$ cat src/rtl/vga_capture.sv
// ---------------------------------------------------------------------------
// vga_capture
//
// Receive side of a VGA pixel interface running in the pixel clock domain.
// Samples hsync/vsync/RGB444, recovers pixel coordinates, verifies line and
// frame periods and, once the timing has been seen to be stable for
// LOCK_FRAMES consecutive frames, emits a tagged pixel stream.
//
// Ports:
//   clk          pixel clock
//   rst          synchronous, active-high reset
//   hsync        horizontal sync, active low
//   vsync        vertical sync, active low
//   red/green/blue  4-bit colour channels
//   pixel_valid  pixel_x/pixel_y/pixel_color valid this cycle
//   pixel_x      active column, 0..H_ACTIVE-1
//   pixel_y      active row, 0..V_ACTIVE-1
//   pixel_color  {red, green, blue}
//   frame_start  one-cycle pulse coincident with pixel (0,0)
//   locked       line/frame timing verified
//
// Optional build macro VGA_CAPTURE_STATS_EN adds:
//   meas_h_total last measured hsync period (clocks)
//   meas_v_total last measured lines per frame
//   err_count    saturating count of lock losses
//
// Pipeline: pins -> input registers (s_*) -> output registers, so colour
// presented on the pins in cycle N appears on pixel_color in cycle N+2.
// ---------------------------------------------------------------------------
module vga_capture #(
  parameter int H_ACTIVE    = 640,
  parameter int H_BACK      = 48,
  parameter int H_TOTAL     = 800,
  parameter int V_ACTIVE    = 480,
  parameter int V_BACK      = 33,
  parameter int V_TOTAL     = 525,
  parameter int LOCK_FRAMES = 2
) (
  input  logic        clk,
  input  logic        rst,
  input  logic        hsync,
  input  logic        vsync,
  input  logic [3:0]  red,
  input  logic [3:0]  green,
  input  logic [3:0]  blue,
  output logic        pixel_valid,
  output logic [9:0]  pixel_x,
  output logic [9:0]  pixel_y,
  output logic [11:0] pixel_color,
  output logic        frame_start,
  output logic        locked
`ifdef VGA_CAPTURE_STATS_EN
  ,
  output logic [9:0]  meas_h_total,
  output logic [9:0]  meas_v_total,
  output logic [7:0]  err_count
`endif
);

  // -------------------------------------------------------------------------
  // Constants
  // -------------------------------------------------------------------------
  localparam logic [9:0] CNT_MAX      = 10'h3FF;
  localparam logic [9:0] H_FIRST      = 10'(H_BACK);
  localparam logic [9:0] H_LAST       = 10'(H_BACK + H_ACTIVE - 1);
  localparam logic [9:0] V_FIRST      = 10'(V_BACK);
  localparam logic [9:0] V_LAST       = 10'(V_BACK + V_ACTIVE - 1);
  localparam logic [9:0] H_TOTAL_LAST = 10'(H_TOTAL - 1);
  localparam logic [9:0] V_TOTAL_LAST = 10'(V_TOTAL - 1);
  localparam int         GF_W         = $clog2(LOCK_FRAMES + 1) + 1;
  localparam logic [GF_W-1:0] GF_LOCK = GF_W'(LOCK_FRAMES);
  localparam logic [GF_W-1:0] GF_ONE  = GF_W'(1);

  typedef enum logic [1:0] {
    ST_SEARCH  = 2'd0,
    ST_MEASURE = 2'd1,
    ST_LOCKED  = 2'd2
  } state_t;

  // -------------------------------------------------------------------------
  // Input stage
  // -------------------------------------------------------------------------
  logic s_hsync_reg;
  logic s_vsync_reg;
  logic s_hsync_d_reg;
  logic s_vsync_d_reg;
  logic [11:0] rgb_in;
  logic [11:0] s_rgb;

  assign rgb_in = {red, green, blue};

  // One register per colour channel; the channels are independent so each
  // gets its own small register block.
  genvar gi;
  generate
    for (gi = 0; gi < 3; gi++) begin : g_chan
      logic [3:0] chan_reg;
      always_ff @(posedge clk) begin
        if (rst) begin
          chan_reg <= 4'h0;
        end else begin
          chan_reg <= rgb_in[gi*4 +: 4];
        end
      end
      assign s_rgb[gi*4 +: 4] = chan_reg;
    end
  endgenerate

  // Syncs idle high, so the sampled copies and their delayed versions reset
  // high; this prevents a false rising edge straight out of reset.
  always_ff @(posedge clk) begin
    if (rst) begin
      s_hsync_reg   <= 1'b1;
      s_vsync_reg   <= 1'b1;
      s_hsync_d_reg <= 1'b1;
      s_vsync_d_reg <= 1'b1;
    end else begin
      s_hsync_reg   <= hsync;
      s_vsync_reg   <= vsync;
      s_hsync_d_reg <= s_hsync_reg;
      s_vsync_d_reg <= s_vsync_reg;
    end
  end

  logic hs_rise;
  logic vs_rise;

  assign hs_rise = s_hsync_reg & ~s_hsync_d_reg;
  assign vs_rise = s_vsync_reg & ~s_vsync_d_reg;

  // -------------------------------------------------------------------------
  // Position counters
  //
  // h_cnt_next / v_cnt_next are the coordinates of the sample currently held
  // in the input registers (0 on the rise cycle itself). The _reg copies
  // hold the previous cycle's value, which is what the period checks need:
  // the count on the cycle before a rising edge.
  // -------------------------------------------------------------------------
  logic [9:0] h_cnt_reg;
  logic [9:0] h_cnt_next;
  logic [9:0] v_cnt_reg;
  logic [9:0] v_cnt_next;

  always_comb begin
    h_cnt_next = h_cnt_reg;
    if (hs_rise) begin
      h_cnt_next = 10'd0;
    end else if (h_cnt_reg != CNT_MAX) begin
      h_cnt_next = h_cnt_reg + 10'd1;
    end

    // A vsync rise coinciding with an hsync rise clears the line count.
    v_cnt_next = v_cnt_reg;
    if (vs_rise) begin
      v_cnt_next = 10'd0;
    end else if (hs_rise && (v_cnt_reg != CNT_MAX)) begin
      v_cnt_next = v_cnt_reg + 10'd1;
    end
  end

  always_ff @(posedge clk) begin
    if (rst) begin
      h_cnt_reg <= 10'd0;
      v_cnt_reg <= 10'd0;
    end else begin
      h_cnt_reg <= h_cnt_next;
      v_cnt_reg <= v_cnt_next;
    end
  end

  // -------------------------------------------------------------------------
  // Period checks
  // -------------------------------------------------------------------------
  logic skip_first_reg;
  logic skip_first_next;
  logic line_err_reg;
  logic line_err_next;
  logic line_bad;
  logic frame_good;

  // The first line after acquiring vsync may be partial relative to the
  // counter history, so it is excluded from checking.
  assign line_bad   = hs_rise && !skip_first_reg && (h_cnt_reg != H_TOTAL_LAST);
  // The line ending on this very cycle belongs to the frame being closed.
  assign frame_good = !line_err_reg && !line_bad && (v_cnt_reg == V_TOTAL_LAST);

  // -------------------------------------------------------------------------
  // Lock FSM
  // -------------------------------------------------------------------------
  state_t          state_reg;
  state_t          state_next;
  logic [GF_W-1:0] good_frames_reg;
  logic [GF_W-1:0] good_frames_next;
  logic            leave_locked;

  always_comb begin
    state_next       = state_reg;
    good_frames_next = good_frames_reg;
    line_err_next    = line_err_reg;
    skip_first_next  = skip_first_reg;
    if (hs_rise) begin
      skip_first_next = 1'b0;
    end

    case (state_reg)
      ST_SEARCH: begin
        // Arm the skip so the first line seen after leaving is ignored.
        skip_first_next = 1'b1;
        if (vs_rise) begin
          state_next       = ST_MEASURE;
          good_frames_next = '0;
          line_err_next    = 1'b0;
        end
      end

      ST_MEASURE: begin
        if (line_bad) begin
          line_err_next = 1'b1;
        end
        if (vs_rise) begin
          line_err_next = 1'b0;
          if (frame_good) begin
            good_frames_next = good_frames_reg + GF_ONE;
            if ((good_frames_reg + GF_ONE) >= GF_LOCK) begin
              state_next = ST_LOCKED;
            end
          end else begin
            state_next       = ST_SEARCH;
            good_frames_next = '0;
          end
        end
      end

      ST_LOCKED: begin
        if (line_bad || (vs_rise && !frame_good)) begin
          state_next       = ST_SEARCH;
          good_frames_next = '0;
        end
      end

      default: begin
        state_next       = ST_SEARCH;
        good_frames_next = '0;
      end
    endcase
  end

  always_ff @(posedge clk) begin
    if (rst) begin
      state_reg       <= ST_SEARCH;
      good_frames_reg <= '0;
      line_err_reg    <= 1'b0;
      skip_first_reg  <= 1'b1;
    end else begin
      state_reg       <= state_next;
      good_frames_reg <= good_frames_next;
      line_err_reg    <= line_err_next;
      skip_first_reg  <= skip_first_next;
    end
  end

  assign leave_locked = (state_reg == ST_LOCKED) && (state_next != ST_LOCKED);
  assign locked       = (state_reg == ST_LOCKED);

  // -------------------------------------------------------------------------
  // Output stage
  // -------------------------------------------------------------------------
  logic        active;
  logic        valid_next;
  logic [9:0]  x_next;
  logic [9:0]  y_next;
  logic        pixel_valid_reg;
  logic [9:0]  pixel_x_reg;
  logic [9:0]  pixel_y_reg;
  logic [11:0] pixel_color_reg;
  logic        frame_start_reg;

  assign active = (h_cnt_next >= H_FIRST) && (h_cnt_next <= H_LAST) &&
                  (v_cnt_next >= V_FIRST) && (v_cnt_next <= V_LAST);
  assign x_next = h_cnt_next - H_FIRST;
  assign y_next = v_cnt_next - V_FIRST;

  // Pixels stop in the same cycle a timing error is detected, not one later.
  assign valid_next = active && (state_reg == ST_LOCKED) && !leave_locked;

  always_ff @(posedge clk) begin
    if (rst) begin
      pixel_valid_reg <= 1'b0;
      pixel_x_reg     <= 10'd0;
      pixel_y_reg     <= 10'd0;
      pixel_color_reg <= 12'd0;
      frame_start_reg <= 1'b0;
    end else begin
      pixel_valid_reg <= valid_next;
      frame_start_reg <= valid_next && (x_next == 10'd0) && (y_next == 10'd0);
      if (valid_next) begin
        pixel_x_reg     <= x_next;
        pixel_y_reg     <= y_next;
        pixel_color_reg <= s_rgb;
      end
    end
  end

  assign pixel_valid = pixel_valid_reg;
  assign pixel_x     = pixel_x_reg;
  assign pixel_y     = pixel_y_reg;
  assign pixel_color = pixel_color_reg;
  assign frame_start = frame_start_reg;

`ifdef VGA_CAPTURE_STATS_EN
  // -------------------------------------------------------------------------
  // Timing statistics
  // -------------------------------------------------------------------------
  logic [9:0] meas_h_total_reg;
  logic [9:0] meas_v_total_reg;
  logic [7:0] err_count_reg;

  always_ff @(posedge clk) begin
    if (rst) begin
      meas_h_total_reg <= 10'd0;
      meas_v_total_reg <= 10'd0;
      err_count_reg    <= 8'd0;
    end else begin
      if (hs_rise) begin
        meas_h_total_reg <= h_cnt_reg + 10'd1;
      end
      if (vs_rise) begin
        meas_v_total_reg <= v_cnt_reg + 10'd1;
      end
      if (leave_locked && (err_count_reg != 8'hFF)) begin
        err_count_reg <= err_count_reg + 8'd1;
      end
    end
  end

  assign meas_h_total = meas_h_total_reg;
  assign meas_v_total = meas_v_total_reg;
  assign err_count    = err_count_reg;
`endif

endmodule

$ cat config.mk
export PLATFORM = sky130hd
export DESIGN_NAME = vga_capture
export DESIGN_NICKNAME = d
export VERILOG_FILES = /design/src/rtl/vga_capture.sv
export SDC_FILE = /design/constraint.sdc
export NUM_CORES = 1
export LEC_CHECK = 0
export BUFFER_PORTS_ARGS = -buffer_cell sky130_fd_sc_hd__buf_4
export CELL_PAD_IN_SITES_DETAIL_PLACEMENT = 1
export CELL_PAD_IN_SITES_GLOBAL_PLACEMENT = 1
export CORE_ASPECT_RATIO = 0.8
export CORE_MARGIN = 1
export CORE_UTILIZATION = 39
export DETAILED_ROUTE_END_ITERATION = 6
export PLACE_DENSITY = 0.84
export SYNTH_ARGS = -nofsm -noshare
export SYNTH_HDL_FRONTEND = slang
export SYNTH_SLANG_ARGS = --single-unit
$ cat constraint.sdc
create_clock -name clk -period 3.1 [get_ports clk]
set_input_delay 0.62 -clock clk [delete_from_list [all_inputs] [get_ports clk]]
set_output_delay 0.62 -clock clk [all_outputs]
set_load 0.005 [all_outputs]
==> reports/metrics.sh, run 1 <==
DIE_H_UM=89.5
GRT_PASS1_VIAS=3412
DETAIL-ROUTE-ANTENNA-NETS=0
HOLD_START='vsync'
P_LEAK_nW=1.90
SYNTH.CELL_AREA_UM2=3730
MOST_FREQUENTLY_USED_CELL_TYPE_IN_THE_POST_SYNTHESIS_NETLIST='sky130_fd_sc_hd__dfxtp_1'
TOTAL_POWER_AFTER_LAYOUT_W=0.00222
CTS.SINK_COUNT=77
CELLPOWERDENSITY_nW_PER_UM2=458
REG2REG_SLACK_PS=110
GRT_MAX_DEGREE=77
CP_ENDPOINT_KIND='register'
IO_PINS=51
FINAL.MIN_CLOCK_PERIOD_PS=2990
POST-DP-HPWL_MM=7.15
DESIGN.CORE.AREA_UM2=9190
FINISH.NET_COUNT=504
YOSYSWARNINGS=0
NUMPLACEDINSTANCES=577
SYNTH_NETS=433
DESIGN.DIE.AREA_UM2=9970
N_ANTENNA_CELL=0
ANTENNA_FOUND_INITIAL=0
DRIVE_ABOVE_1_SHARE_PCT=29.8
LAYOUT.CELLS.NON_FILLER=598
ROUTE.DETAILED.WL_PER_INST_UM=18.0
USE_MET2_PCT=40.0
CRITICAL_PATH_PEAK_FANOUT=7
FINCLKSKEW_PS=5.73
MOST_USED_LAYER_GLOBAL_ROUTE='met2'
MAX-SLEW-MARGIN-REL_PCT=47.2
GRT.OVERFLOW.TOTAL=0
SYNTHTOLAYOUTAREAGROWTH_PCT=29.8
CLK_ROOT_BUFFER_CELL='sky130_fd_sc_hd__clkbuf_16'
SYNTHESIS.INSTANCES=407
DRT_WL_TOTAL_MM=10.8
WORSTREGTOREGCELLS=11
ASYNC_FLOP_SHARE_PCT=0
CLK_TRANSITION_REPORTED_PATHS_PS=60
FINALSETUPVIOLCOUNT=0
FINALHOLDVIOLATIONS=0
SYNTH.TOP_CELL.AREA_SHARE_PCT=41.3
VIA_PER_INST=5.57
GR-USAGE-MET3_PCT=6.78
MIN_DELAY_WORST_ENDPOINT='s_vsync_reg$_SDFF_PP1_'
HOLD_DEPTH=2
WORSTHOLDPATHTYPE='in -> reg'
REG2REG_FROM='v_cnt_reg[0]$_SDFF_PP0_'
SYNTH.CELLS.MOST_FREQUENT='sky130_fd_sc_hd__dfxtp_1 (77), sky130_fd_sc_hd__nor2_1 (59), sky130_fd_sc_hd__mux2i_1 (22), sky130_fd_sc_hd__nor2b_1 (21), sky130_fd_sc_hd__nor3_1 (16)'
IO_BUFFERS=50
WORST-SLEW-PIN-TRANSITION_PS=791
YOSYS.CELL_TYPES.COUNT=62
GRTUSAGETOTAL_PCT=22.4
COUNT_OF_MAXIMUM_CAPACITANCE_VIOLATIONS=0
YS.FLOP_TYPE='sky130_fd_sc_hd__dfxtp_1'
NETLIST_TOP_CELLS_AREA='sky130_fd_sc_hd__dfxtp_1 (41%), sky130_fd_sc_hd__nor2_1 (5.9%), sky130_fd_sc_hd__mux2i_1 (5.9%)'
FIRST_PASS_GRT_WIRE_LENGTH_MM=17.0
CLOCK_TREE_FROM_TRITONCTS='yes'
CTS_HOLD_REPAIR.BUFFERS=0
OUTCOME='finished, violations left'
GRT_UTIL_MET1_PCT=26.1
GP_ROUTABILITY_CONGESTION=0.918
POST_SYNTH_EDFFS=0
DRC_ERRORS=4
DRTITER0DRC=146
MAXCLOCKFREQUENCY_MHz=334
ROWS=31
MAX_SLEW_VIOLATION_COUNT=0
PERIOD_SHARE_PCT=96.4
FAILED_CHECKS='design-rule violations'
YS_SEQ_ELEMENTS=77
IRDROPWORSTVDD_mV=0.416
SEQ_AREA_FRAC_SYNTH_PCT=41.3
WORSTSETUPSTARTPOINTTYPE='register'
CP.REQUIRED_PS=3320
WORSTPATHARRIVAL_PS=3210
PATH_CLASS='reg -> reg'
DR.PASS1.ITERS=6
N_FILL_CELL=1046
AVGSYNTHCELLAREA_UM2=9.18
CLK-INSERTION-DELAY-LATE_PS=350
INITIAL_UTILIZATION_PCT=40.6
NETLIST.TOP_CELL.BY_AREA='sky130_fd_sc_hd__dfxtp_1'
CHIPWIDTH_UM=111
MAX-CLOCK-PATH-BUFFERS=2
CLOCK_TREE.HTREE_LEVEL_COUNT=3
WORST_R2R_ENDPOINT='frame_start$_SDFF_PP0_'
CTS_MADE_BUFFERS=9
NUM_VIAS=3329
through the flow:
| step | worst slack, ps | TNS [ps] | hold WS [ps] | cell area, µm² | util [%] |
|---|---|---|---|---|---|
| after CTS | 26.8 | 0 | 450 | 4770 | 51.8 |
| after global placement | 110 | 0 | 445 | 4360 | 47.4 |
| after detailed placement | -61.1 | -237 | 455 | 4360 | 47.4 |
| after floorplan | 20.2 | 0 | 434 | 3740 | - |
| final | 110 | 0 | 458 | 4850 | 52.7 |
| after global routing | -21.2 | -22.1 | 448 | 4850 | 52.7 |
worst max-delay path, cell delays in order (launching register included):
cell and delay (ps):
sky130_fd_sc_hd__dfxtp_2 350, sky130_fd_sc_hd__buf_4 150, sky130_fd_sc_hd__inv_1 70, sky130_fd_sc_hd__ha_1 310
sky130_fd_sc_hd__nand2b_1 180, sky130_fd_sc_hd__a311oi_1 360, sky130_fd_sc_hd__a311oi_1 160, sky130_fd_sc_hd__o31ai_1 450
sky130_fd_sc_hd__nor2b_1 340, sky130_fd_sc_hd__nor3_1 100, sky130_fd_sc_hd__a31oi_1 160, sky130_fd_sc_hd__and4b_1 240
worst max-delay path by stage:
| stage | slack [ps] | cells after the start | end | from |
|---|---|---|---|---|
| 6_report | 110 | 11 | frame_start$_SDFF_PP0_ | v_cnt_reg[0]$_SDFF_PP0_ |
| 5_1_grt | -20 | 11 | frame_start$_SDFF_PP0_ | v_cnt_reg[0]$_SDFF_PP0_ |
| 4_1_cts | 30 | 14 | pixel_color[1]$_SDFFE_PP0P_ | v_cnt_reg[1]$_SDFF_PP0_ |
| 3_5_place_dp | -60 | 13 | pixel_x[8]$_SDFFE_PP0P_ | v_cnt_reg[1]$_SDFF_PP0_ |
| 3_3_place_gp | 110 | 14 | pixel_x[6]$_SDFFE_PP0P_ | h_cnt_reg[1]$_SDFF_PP0_ |
| 2_1_floorplan | 20 | 14 | pixel_color[10]$_SDFFE_PP0P_ | v_cnt_reg[0]$_SDFF_PP0_ |
timing repair:
action	4_1_cts	5_1_grt
gates cloned	1	0
pin swaps	2	8
endpoints found under the setup margin	21	33
resized for setup	7	22
setup buffers	4	1
per-layer routing:
metal	part of all wire [%]	wire length [µm]	up-vias
met5	0	0	-
met4	2.3	247	0
met3	4.5	486	21
met2	49	5300	80
met1	44	4730	1627
li1	-	-	1601
placed cells by master, fill, tap and decap left out, types with 4 or more instances in the layout:
| master | instances |
|---|---|
| sky130_fd_sc_hd__a211oi_2 | 10 |
| sky130_fd_sc_hd__nor2b_1 | 21 |
| sky130_fd_sc_hd__nand3_1 | 8 |
| sky130_fd_sc_hd__inv_1 | 11 |
| sky130_fd_sc_hd__nor4_1 | 8 |
| sky130_fd_sc_hd__or3_1 | 4 |
| sky130_fd_sc_hd__nand2_1 | 8 |
| sky130_fd_sc_hd__a211oi_1 | 4 |
| sky130_fd_sc_hd__nor3b_1 | 4 |
| sky130_fd_sc_hd__clkbuf_16 | 9 |
| sky130_fd_sc_hd__xor2_1 | 4 |
| sky130_fd_sc_hd__or2_2 | 5 |
| sky130_fd_sc_hd__buf_4 | 78 |
| sky130_fd_sc_hd__nor3_1 | 14 |
| sky130_fd_sc_hd__nor2_1 | 58 |
| sky130_fd_sc_hd__mux2i_1 | 21 |
| sky130_fd_sc_hd__a31oi_1 | 5 |
| sky130_fd_sc_hd__o211ai_1 | 4 |
| sky130_fd_sc_hd__and4_1 | 4 |
| sky130_fd_sc_hd__nand4b_1 | 4 |
| sky130_fd_sc_hd__a21oi_1 | 10 |
| sky130_fd_sc_hd__and3_1 | 6 |
| sky130_fd_sc_hd__o21ai_0 | 11 |
| sky130_fd_sc_hd__ha_1 | 5 |
| sky130_fd_sc_hd__nand2b_1 | 6 |
| sky130_fd_sc_hd__xnor2_1 | 12 |
| sky130_fd_sc_hd__dfxtp_1 | 74 |
| sky130_fd_sc_hd__nor2_2 | 4 |
power breakdown:
part | leakage [nW] | internal [W] | switching (W) | total [W]
Combinational | 1.13 | 0.0000538 | 0.0000675 | 0.000121
Clock | 0.148 | 0.000666 | 0.000416 | 0.00108
Sequential | 0.626 | 0.00101 | 0.00000943 | 0.00102
logic make-up after synthesis:
family,count (synthesis),synth area share [%]
mux,23,6.20
flops,77,41.3
simple gates,180,26.9
xor+xnor,16,3.75
buf+inv,33,4.32
fa+ha+maj,10,3.35
compound gates,68,14.2
final cells by class:
| cell class | instances | area, µm² | share of cell area (%) |
|---|---|---|---|
| Clock inverter | 5 | 58.8 | 1.21 |
| Multi-Input combinational cell | 297 | 2170 | 44.8 |
| Timing Repair Buffer | 80 | 626 | 12.9 |
| Clock buffer | 11 | 253 | 5.21 |
| Sequential cell | 77 | 1550 | 31.9 |
| Tap cell | 115 | 144 | 2.97 |
| Inverter | 13 | 48.8 | 1.01 |
(Power assumes the default switching activity.)
==> run 2, diff against run 1 <==
==> config.mk (replaced) <==
export PLATFORM = sky130hd
export DESIGN_NAME = vga_capture
export DESIGN_NICKNAME = d
export VERILOG_FILES = /design/src/rtl/vga_capture.sv
export SDC_FILE = /design/constraint.sdc
export NUM_CORES = 1
export LEC_CHECK = 0
export BUFFER_PORTS_ARGS = -buffer_cell sky130_fd_sc_hd__buf_4
export CORE_ASPECT_RATIO = 0.8
export CORE_MARGIN = 1
export CORE_UTILIZATION = 52
export DETAILED_ROUTE_END_ITERATION = 6
export PLACE_DENSITY = 0.85
export SYNTH_ARGS = -nofsm -noshare
export SYNTH_HDL_FRONTEND = slang
export SYNTH_SLANG_ARGS = --single-unit
==> run 2 against run 1 <==
Compared with the run above: the flow now finishes without violations; sequential share of layout area increased by 0.85 points; utilization is 16 points higher; highest routed layer unchanged; final cell count shrank 4.5%; hold slack lost 18 ps; critical path type unchanged; critical path depth rose by 4; largest cell class unchanged; critical endpoint is now pixel_y[2]$_SDFFE_PP0P_.
==> reports/metrics.sh, run 2 (synthesis gave the netlist of run 1 again) <==
OUTCOME='finished, final reports clean'
MAX-SLEW-MARGIN-REL_PCT=60.9  # +14 points
FIRST_PASS_GRT_WIRE_LENGTH_MM=15.2  # -10%
WORSTPATHARRIVAL_PS=3290  # +80 ps
CLK_ROOT_BUFFER_CELL='sky130_fd_sc_hd__clkbuf_8'
WORSTHOLDPATHTYPE='in -> reg'
FINALWORSTSETUPSLACK_PS=81.1  # -29.0 ps
GRT_PASS1_VIAS=3207  # -6.0%
WORSTSETUPSTARTPOINT='v_cnt_reg[1]$_SDFF_PP0_'
HOLD_START='hsync'
WORST-SLEW-PIN-TRANSITION_PS=586  # -205 ps
INITIAL_UTILIZATION_PCT=53.9  # +13 points
CTS_HOLD_REPAIR.BUFFERS=0  # unchanged
P_LEAK_nW=1.86  # -2.2%
GRTUSAGETOTAL_PCT=25.4  # +3.0 points
CLK_TRANSITION_REPORTED_PATHS_PS=80  # +20 ps
DIE_H_UM=77.8  # -13%
CLK-INSERTION-DELAY-LATE_PS=360  # about the same
IRDROPWORSTVDD_mV=0.408  # -1.9%
FINALHOLDVIOLATIONS=0  # unchanged
MAX_SLEW_VIOLATION_COUNT=0  # unchanged
FF_LATCH_AREA_UM2=1550  # +0.57%
DRTITER0DRC=227  # +55%
FINAL.MIN_CLOCK_PERIOD_PS=3020  # +29.0 ps
DESIGN.DIE.AREA_UM2=7530  # -25%
LAYOUT_COMMONEST_CELL='sky130_fd_sc_hd__buf_4'
FINALSETUPVIOLCOUNT=0  # unchanged
GRT.OVERFLOW.TOTAL=0  # unchanged
CPMAXSTAGEDELAYCELL='sky130_fd_sc_hd__dfxtp_4'
DR.PASS1.ITERS=5  # -1
MULTI_INPUT_COMB_AREA_UM2=2170  # unchanged
PATH_CLASS='reg -> reg'
FINCLKSKEW_PS=11.4  # +5.65 ps
WORSTSETUPSTARTPOINTTYPE='register'
ROUTE.DETAILED.WL_PER_INST_UM=17.0  # -5.7%
CP_TOP_FAMILY='compound AO/OA/AOI/OAI gates'
WORSTREGTOREGCELLS=15  # +4
CLOCK_TREE_FROM_TRITONCTS='yes'
CRITICAL_PATH_PEAK_FANOUT=14  # +7
SYNTHTOLAYOUTAREAGROWTH_PCT=27.2
REG2REG_FROM='v_cnt_reg[1]$_SDFF_PP0_'
CPPEAKSTAGEDELAY_PS=370  # -80 ps
IO_BUFFERS=50  # unchanged
PERIOD_SHARE_PCT=97.4  # +0.93 points
CTS.SINK_COUNT=77  # unchanged
DRIVE_ABOVE_1_SHARE_PCT=31.2  # +1.4 points
MAX-CLOCK-PATH-BUFFERS=2  # unchanged
MAXCLOCKFREQUENCY_MHz=331  # -0.96%
FINISH.NET_COUNT=505  # +0.20%
NUMPLACEDINSTANCES=545  # -5.5%
TIMING.CRITICAL_PATH.BUF_INV=3  # +1
GRT_MAX_DEGREE=57  # -26%
ROWS=27  # -13%
CELLPOWERDENSITY_nW_PER_UM2=393  # -14%
MOSTFREQUENTLAYOUTCELLS='sky130_fd_sc_hd__buf_4 (75), sky130_fd_sc_hd__dfxtp_1 (71), sky130_fd_sc_hd__nor2_1 (59)'
NUM_VIAS=3401  # +2.2%
CTS_MADE_BUFFERS=9  # unchanged
N_ANTENNA_CELL=0  # unchanged
CHIPWIDTH_UM=96.8  # -13%
ANTENNA_FOUND_INITIAL=0  # unchanged
DETAILEDPLACE.WORSTSLACK_PS=2.21  # +63.4 ps
DRT_WL_TOTAL_MM=9.70  # -10%
IO_PINS=51  # unchanged
HOLD_DEPTH=2  # unchanged
LAYOUT.CELLS.NON_FILLER=571  # -4.5%
CRIT_TOP_CELL='sky130_fd_sc_hd__ha_4'
VIA_PER_INST=5.96  # +7.0%
CRITICAL_PATH_CELL_COUNT=15  # +4
CLOCK_TREE.HTREE_LEVEL_COUNT=3  # unchanged
DESIGN.CORE.AREA_UM2=6930  # -25%
CP_ENDPOINT_KIND='register'
POST-DP-HPWL_MM=6.16  # -14%
COUNT_OF_MAXIMUM_CAPACITANCE_VIOLATIONS=0  # unchanged
CP.REQUIRED_PS=3370  # +50 ps
DRC_ERRORS=0  # -4
N_FILL_CELL=500  # -52%
GP_ROUTABILITY_CONGESTION=0.920  # +0.20%
DETAIL-ROUTE-ANTENNA-NETS=0  # unchanged
CRITICAL_PATH.CELL_CHAIN='ha_4 > and4_4 > a31o_4 > mux2_4 > nand2_2 > ha_4 > o31ai_4 > nor2_1 > nand4_1 > a311oi_4 > buf_6 > buf_12 > buf_4 > nor2_2 > a211oi_2'
## run 2: cell count changes in the layout (fill, tap and decap cells not counted), moves of 2 or more
cell and delta:
sky130_fd_sc_hd__clkbuf_16 -9, sky130_fd_sc_hd__clkbuf_8 +7, sky130_fd_sc_hd__buf_4 -3, sky130_fd_sc_hd__dfxtp_1 -3
sky130_fd_sc_hd__and3_1 -2, sky130_fd_sc_hd__buf_6 +2, sky130_fd_sc_hd__dfxtp_4 +2
## run 2: path summary, 6_finish.rpt
kind	to	slack [ps]
max reg2reg	pixel_y[2]$_SDFFE_PP0P_	80
min reg2reg	pixel_color[5]$_SDFFE_PP0P_	470
min	s_hsync_reg$_SDFF_PP1_	440
max	pixel_y[2]$_SDFFE_PP0P_	80
## run 2: metal layers
layer | wire, µm | track usage (%) | share of wire [%]
met1 | 4090 | 30.9 | 42
met2 | 4690 | 42.8 | 48
met3 | 630 | 6.76 | 6.5
met4 | 287 | 9.70 | 3.0
met5 | 0 | 0 | 0
## run 2: repair_timing
action,4_1_cts,5_1_grt
setup buffers,3,6
pin swaps,3,10
setup endpoints to repair,25,33
cloned,2,0
gates resized for setup,14,30
## run 2: metrics by stage
| stage | power [W] | area, µm² | hold slack [ps] | utilization (%) | TNS (ps) |
|---|---|---|---|---|---|
| CTS | 0.00186 | 4630 | 432 | 66.9 | 0 |
| floorplan | 0.00110 | 3740 | 434 | - | 0 |
| detailed placement | 0.00114 | 4290 | 454 | 62.0 | 0 |
| global placement | 0.00113 | 4290 | 446 | 62.0 | 0 |
| global route | 0.00194 | 4750 | 427 | 68.6 | -56.4 |
| finish | 0.00187 | 4750 | 440 | 68.6 | 0 |
## run 2: power breakdown
part	switching, W	internal, W
clock	0.000364	0.000370
combinational	0.0000638	0.0000529
sequential	0.0000129	0.00100
## run 2: cell type report
type,count,share of cell area [%]
timing repair buffer,81,14.2
sequential,77,32.7
tap,87,2.29
inverter,13,1.03
clock inverter,6,1.34
multi-input combinational,297,45.8
clock buffer,10,2.69
==> run 3, diff against run 2 <==
==> constraint.sdc (replaced) <==
create_clock -name clk -period 3.1 [get_ports clk]
set_input_delay 0.155 -clock clk [delete_from_list [all_inputs] [get_ports clk]]
set_output_delay 0.155 -clock clk [all_outputs]
set_load 0.005 [all_outputs]
==> run 3 against run 2 <==
Compared with the run above: first-iteration DRC count down 17%; final area down 1.9%; routed wire length down 7.2%; critical path depth down 2; highest routed layer unchanged; final cell count up 0.53%; clock skew down 4.7 ps; clock power down 4.4%.
==> reports/metrics.sh, run 3 (synthesis gave the netlist of run 1 again) <==
OUTCOME='finished, final reports clean'
CLOCK_TREE_FROM_TRITONCTS='yes'
COUNT_OF_MAXIMUM_CAPACITANCE_VIOLATIONS=0  # unchanged
NUMPLACEDINSTANCES=544  # -0.18%
HOLD_DEPTH=2  # unchanged
FINISH.NET_COUNT=508  # +0.59%
RSZ_0062_RAISED_AFTER_GLOBAL_ROUTING='yes'
DESIGN.CORE.AREA_UM2=6930  # unchanged
MAX_SLEW_VIOLATION_COUNT=0  # unchanged
TIMING.SETUP.TNS_PS=0  # unchanged
PERIOD_SHARE_PCT=96.7  # -0.68 points
FF_LATCH_AREA_UM2=1550  # about the same
SYNTHTOLAYOUTAREAGROWTH_PCT=24.7
DETAIL_ROUTE.WIRELENGTH.MET1_MM=3.93  # -3.9%
DESIGN.DIE.AREA_UM2=7530  # unchanged
REG2REG_SLACK_PS=100  # +20 ps
INTPOWER_W=0.00137  # -3.9%
VIA_PER_INST=5.85  # -1.7%
LAYOUT.CELLS.NON_FILLER=574  # +0.53%
FINAL_UTIL_PCT=67.3  # -1.3 points
PATH_CLASS='reg -> reg'
FINAL.MIN_CLOCK_PERIOD_PS=3000  # -21.0 ps
DRT_WL_TOTAL_MM=9.00  # -7.2%
GRTUSAGETOTAL_PCT=23.9  # -1.5 points
CLOCKPOWERSHARE_PCT=38.4  # -0.9 points
MET3ROUTEDLENGTH_UM=600  # -4.8%
DR_WL_MET2_MM=4.36  # -7.1%
DRIVE_ABOVE_1_SHARE_PCT=27.5  # -3.7 points
P_LEAK_nW=1.85  # -0.85%
CLK-INSERTION-DELAY-LATE_PS=360  # about the same
WORSTREGTOREGCELLS=13  # -2
DRC_ERRORS=0  # unchanged
FINALHOLDVIOLATIONS=0  # unchanged
WORSTPATHARRIVAL_PS=3220  # -70 ps
CTS.SINK_COUNT=77  # unchanged
DIE_H_UM=77.8  # unchanged
MAX-CLOCK-PATH-BUFFERS=2  # unchanged
DETAIL-ROUTE-ANTENNA-NETS=0  # unchanged
MIN_DELAY_WORST_ENDPOINT='g_chan[0].chan_reg[2]$_SDFF_PP0_'
CHIPWIDTH_UM=96.8  # unchanged
IO_PINS=51  # unchanged
POWER_SWITCHING_W=0.000459  # +4.1%
MULTI_INPUT_COMB_AREA_UM2=2080  # -4.2%
CRITICAL_PATH.CELL_CHAIN='ha_4 > and4_4 > a31o_4 > mux2_2 > nand2_1 > ha_2 > o31ai_2 > nor2_1 > nand4_1 > a311oi_4 > buf_12 > mux2i_1 > nor2_1'
DR.PASS1.ITERS=5  # unchanged
IRDROPWORSTVDD_mV=0.270  # -34%
N_ANTENNA_CELL=0  # unchanged
CLK_TRANSITION_REPORTED_PATHS_PS=80  # about the same
FINCLKSKEW_PS=6.69  # -4.70 ps
WORSTHOLDPATHTYPE='in -> reg'
CPPEAKSTAGEDELAY_PS=430  # +60 ps
STDCELL_AREA_UM2=4660  # -1.9%
DRTITER0DRC=188  # -17%
GRT_MAX_DEGREE=77  # +35%
FINALWORSTSETUPSLACK_PS=102  # +21.0 ps
HOLD_START='blue[2]'
LAYOUT_COMMONEST_CELL='sky130_fd_sc_hd__buf_4'
NETSWITCHINGFRACTION_PCT=25.1  # +1.5 points
IO_BUFFERS=50  # unchanged
WORST-SLEW-PIN-TRANSITION_PS=782  # +195 ps
CLOCK_TREE.HTREE_LEVEL_COUNT=3  # unchanged
GRT.OVERFLOW.TOTAL=0  # unchanged
CLK_ROOT_BUFFER_CELL='sky130_fd_sc_hd__clkbuf_8'
MAXCLOCKFREQUENCY_MHz=334  # +0.70%
NUM_VIAS=3360  # -1.2%
CRITICAL_PATH_PEAK_FANOUT=15  # +1
DPL_CELL_AREA_UM2=4290  # -0.17%
MOSTFREQUENTLAYOUTCELLS='sky130_fd_sc_hd__buf_4 (73), sky130_fd_sc_hd__dfxtp_1 (72), sky130_fd_sc_hd__nor2_1 (59)'
N_FILL_CELL=489  # -2.2%
ROUTED.TOP_LAYER='met4'
ANTENNA_FOUND_INITIAL=0  # unchanged
REG2REG_FROM='v_cnt_reg[1]$_SDFF_PP0_'
CTS_MADE_BUFFERS=9  # unchanged
CPMAXSTAGEDELAYCELL='sky130_fd_sc_hd__a311oi_4'
CP_ENDPOINT_KIND='register'
MAX-SLEW-MARGIN-REL_PCT=47.9  # -13 points
POST-DP-HPWL_MM=5.96  # -3.3%
CP.REQUIRED_PS=3320  # -50 ps
FIRST_PASS_GRT_WIRE_LENGTH_MM=14.5  # -4.8%
INITIAL_UTILIZATION_PCT=53.9  # unchanged
FINALSETUPVIOLCOUNT=0  # unchanged
CELLPOWERDENSITY_nW_PER_UM2=393  # about the same
DETAILEDPLACE.WORSTSLACK_PS=11.8  # +9.61 ps
WORSTSETUPSTARTPOINTTYPE='register'
PWR-SHARE-COMB_PCT=6.2  # about the same
WORST_R2R_ENDPOINT='pixel_color[4]$_SDFFE_PP0P_'
SEQ_POWER_SHARE_PCT=55.5  # +1.1 points
GRT_PASS1_VIAS=3131  # -2.4%
GP_ROUTABILITY_CONGESTION=0.906  # -1.5%
ROUTE.DETAILED.WL_PER_INST_UM=15.7  # -7.7%
CRIT_TOP_CELL='sky130_fd_sc_hd__nor2_1'
ROWS=27  # unchanged
[run 3: power by group through the flow]
stage | logic (W) | clock network, W | registers, W
2_1_floorplan | 0.0000628 | 0 | 0.00104
3_3_place_gp | 0.0000944 | 0 | 0.00104
3_5_place_dp | 0.0000970 | 0 | 0.00104
4_1_cts | 0.000105 | 0.000717 | 0.00101
5_1_grt | 0.000121 | 0.000764 | 0.00102
6_report | 0.000113 | 0.000702 | 0.00101
[run 3: how the worst max path moves through the flow]
| stage | from | end | slack, ps | cells past startpoint |
|---|---|---|---|---|
| floorplan | v_cnt_reg[0]$_SDFF_PP0_ | pixel_color[10]$_SDFFE_PP0P_ | 20 | 14 |
| global placement | v_cnt_reg[1]$_SDFF_PP0_ | pixel_x[8]$_SDFFE_PP0P_ | 100 | 13 |
| detailed placement | v_cnt_reg[1]$_SDFF_PP0_ | pixel_y[3]$_SDFFE_PP0P_ | 10 | 13 |
| CTS | v_cnt_reg[1]$_SDFF_PP0_ | pixel_color[5]$_SDFFE_PP0P_ | 3 | 14 |
| global route | v_cnt_reg[1]$_SDFF_PP0_ | pixel_y[3]$_SDFFE_PP0P_ | -50 | 13 |
| finish | v_cnt_reg[1]$_SDFF_PP0_ | pixel_color[4]$_SDFFE_PP0P_ | 100 | 13 |
[run 3: worst max-delay path, delay by kind of cell (launching register included)]
kind	cells	cell delay, ps
compound gates	3	700
simple gates	5	630
mux	2	580
flops	1	360
fa+ha+maj	2	360
buf+inv	1	220
[run 3: repair_timing]
action | CTS | global route
cloned | 1 | 0
resized for setup | 5 | 15
hold endpoints to repair | 7 | 0
pin swaps | 1 | 3
setup endpoints to repair | 3 | 33
hold buffers | 7 | 0
setup buffers | 1 | 6
[run 3: layer usage]
layer	global-route usage, %	vias to the layer above
met3	5.95	14
met4	8.06	0
li1	-	1617
met2	40.5	136
met1	29.6	1593
met5	0	-
[run 3: stage by stage]
step | hold slack, ps | power, W
CTS | 6.80 | 0.00184
detailed placement | 345 | 0.00113
global route | 12.3 | 0.00190
global placement | 344 | 0.00113
finish | 13.5 | 0.00183
floorplan | 259 | 0.00110
[run 3: area by class of cell]
type / instances / area share (%)
Clock buffer: 10 / 2.95
Sequential cell: 77 / 33.3
Inverter: 13 / 1.05
Multi-Input combinational cell: 297 / 44.7
Clock inverter: 6 / 1.02
Timing Repair Buffer: 84 / 14.6
Tap cell: 87 / 2.34
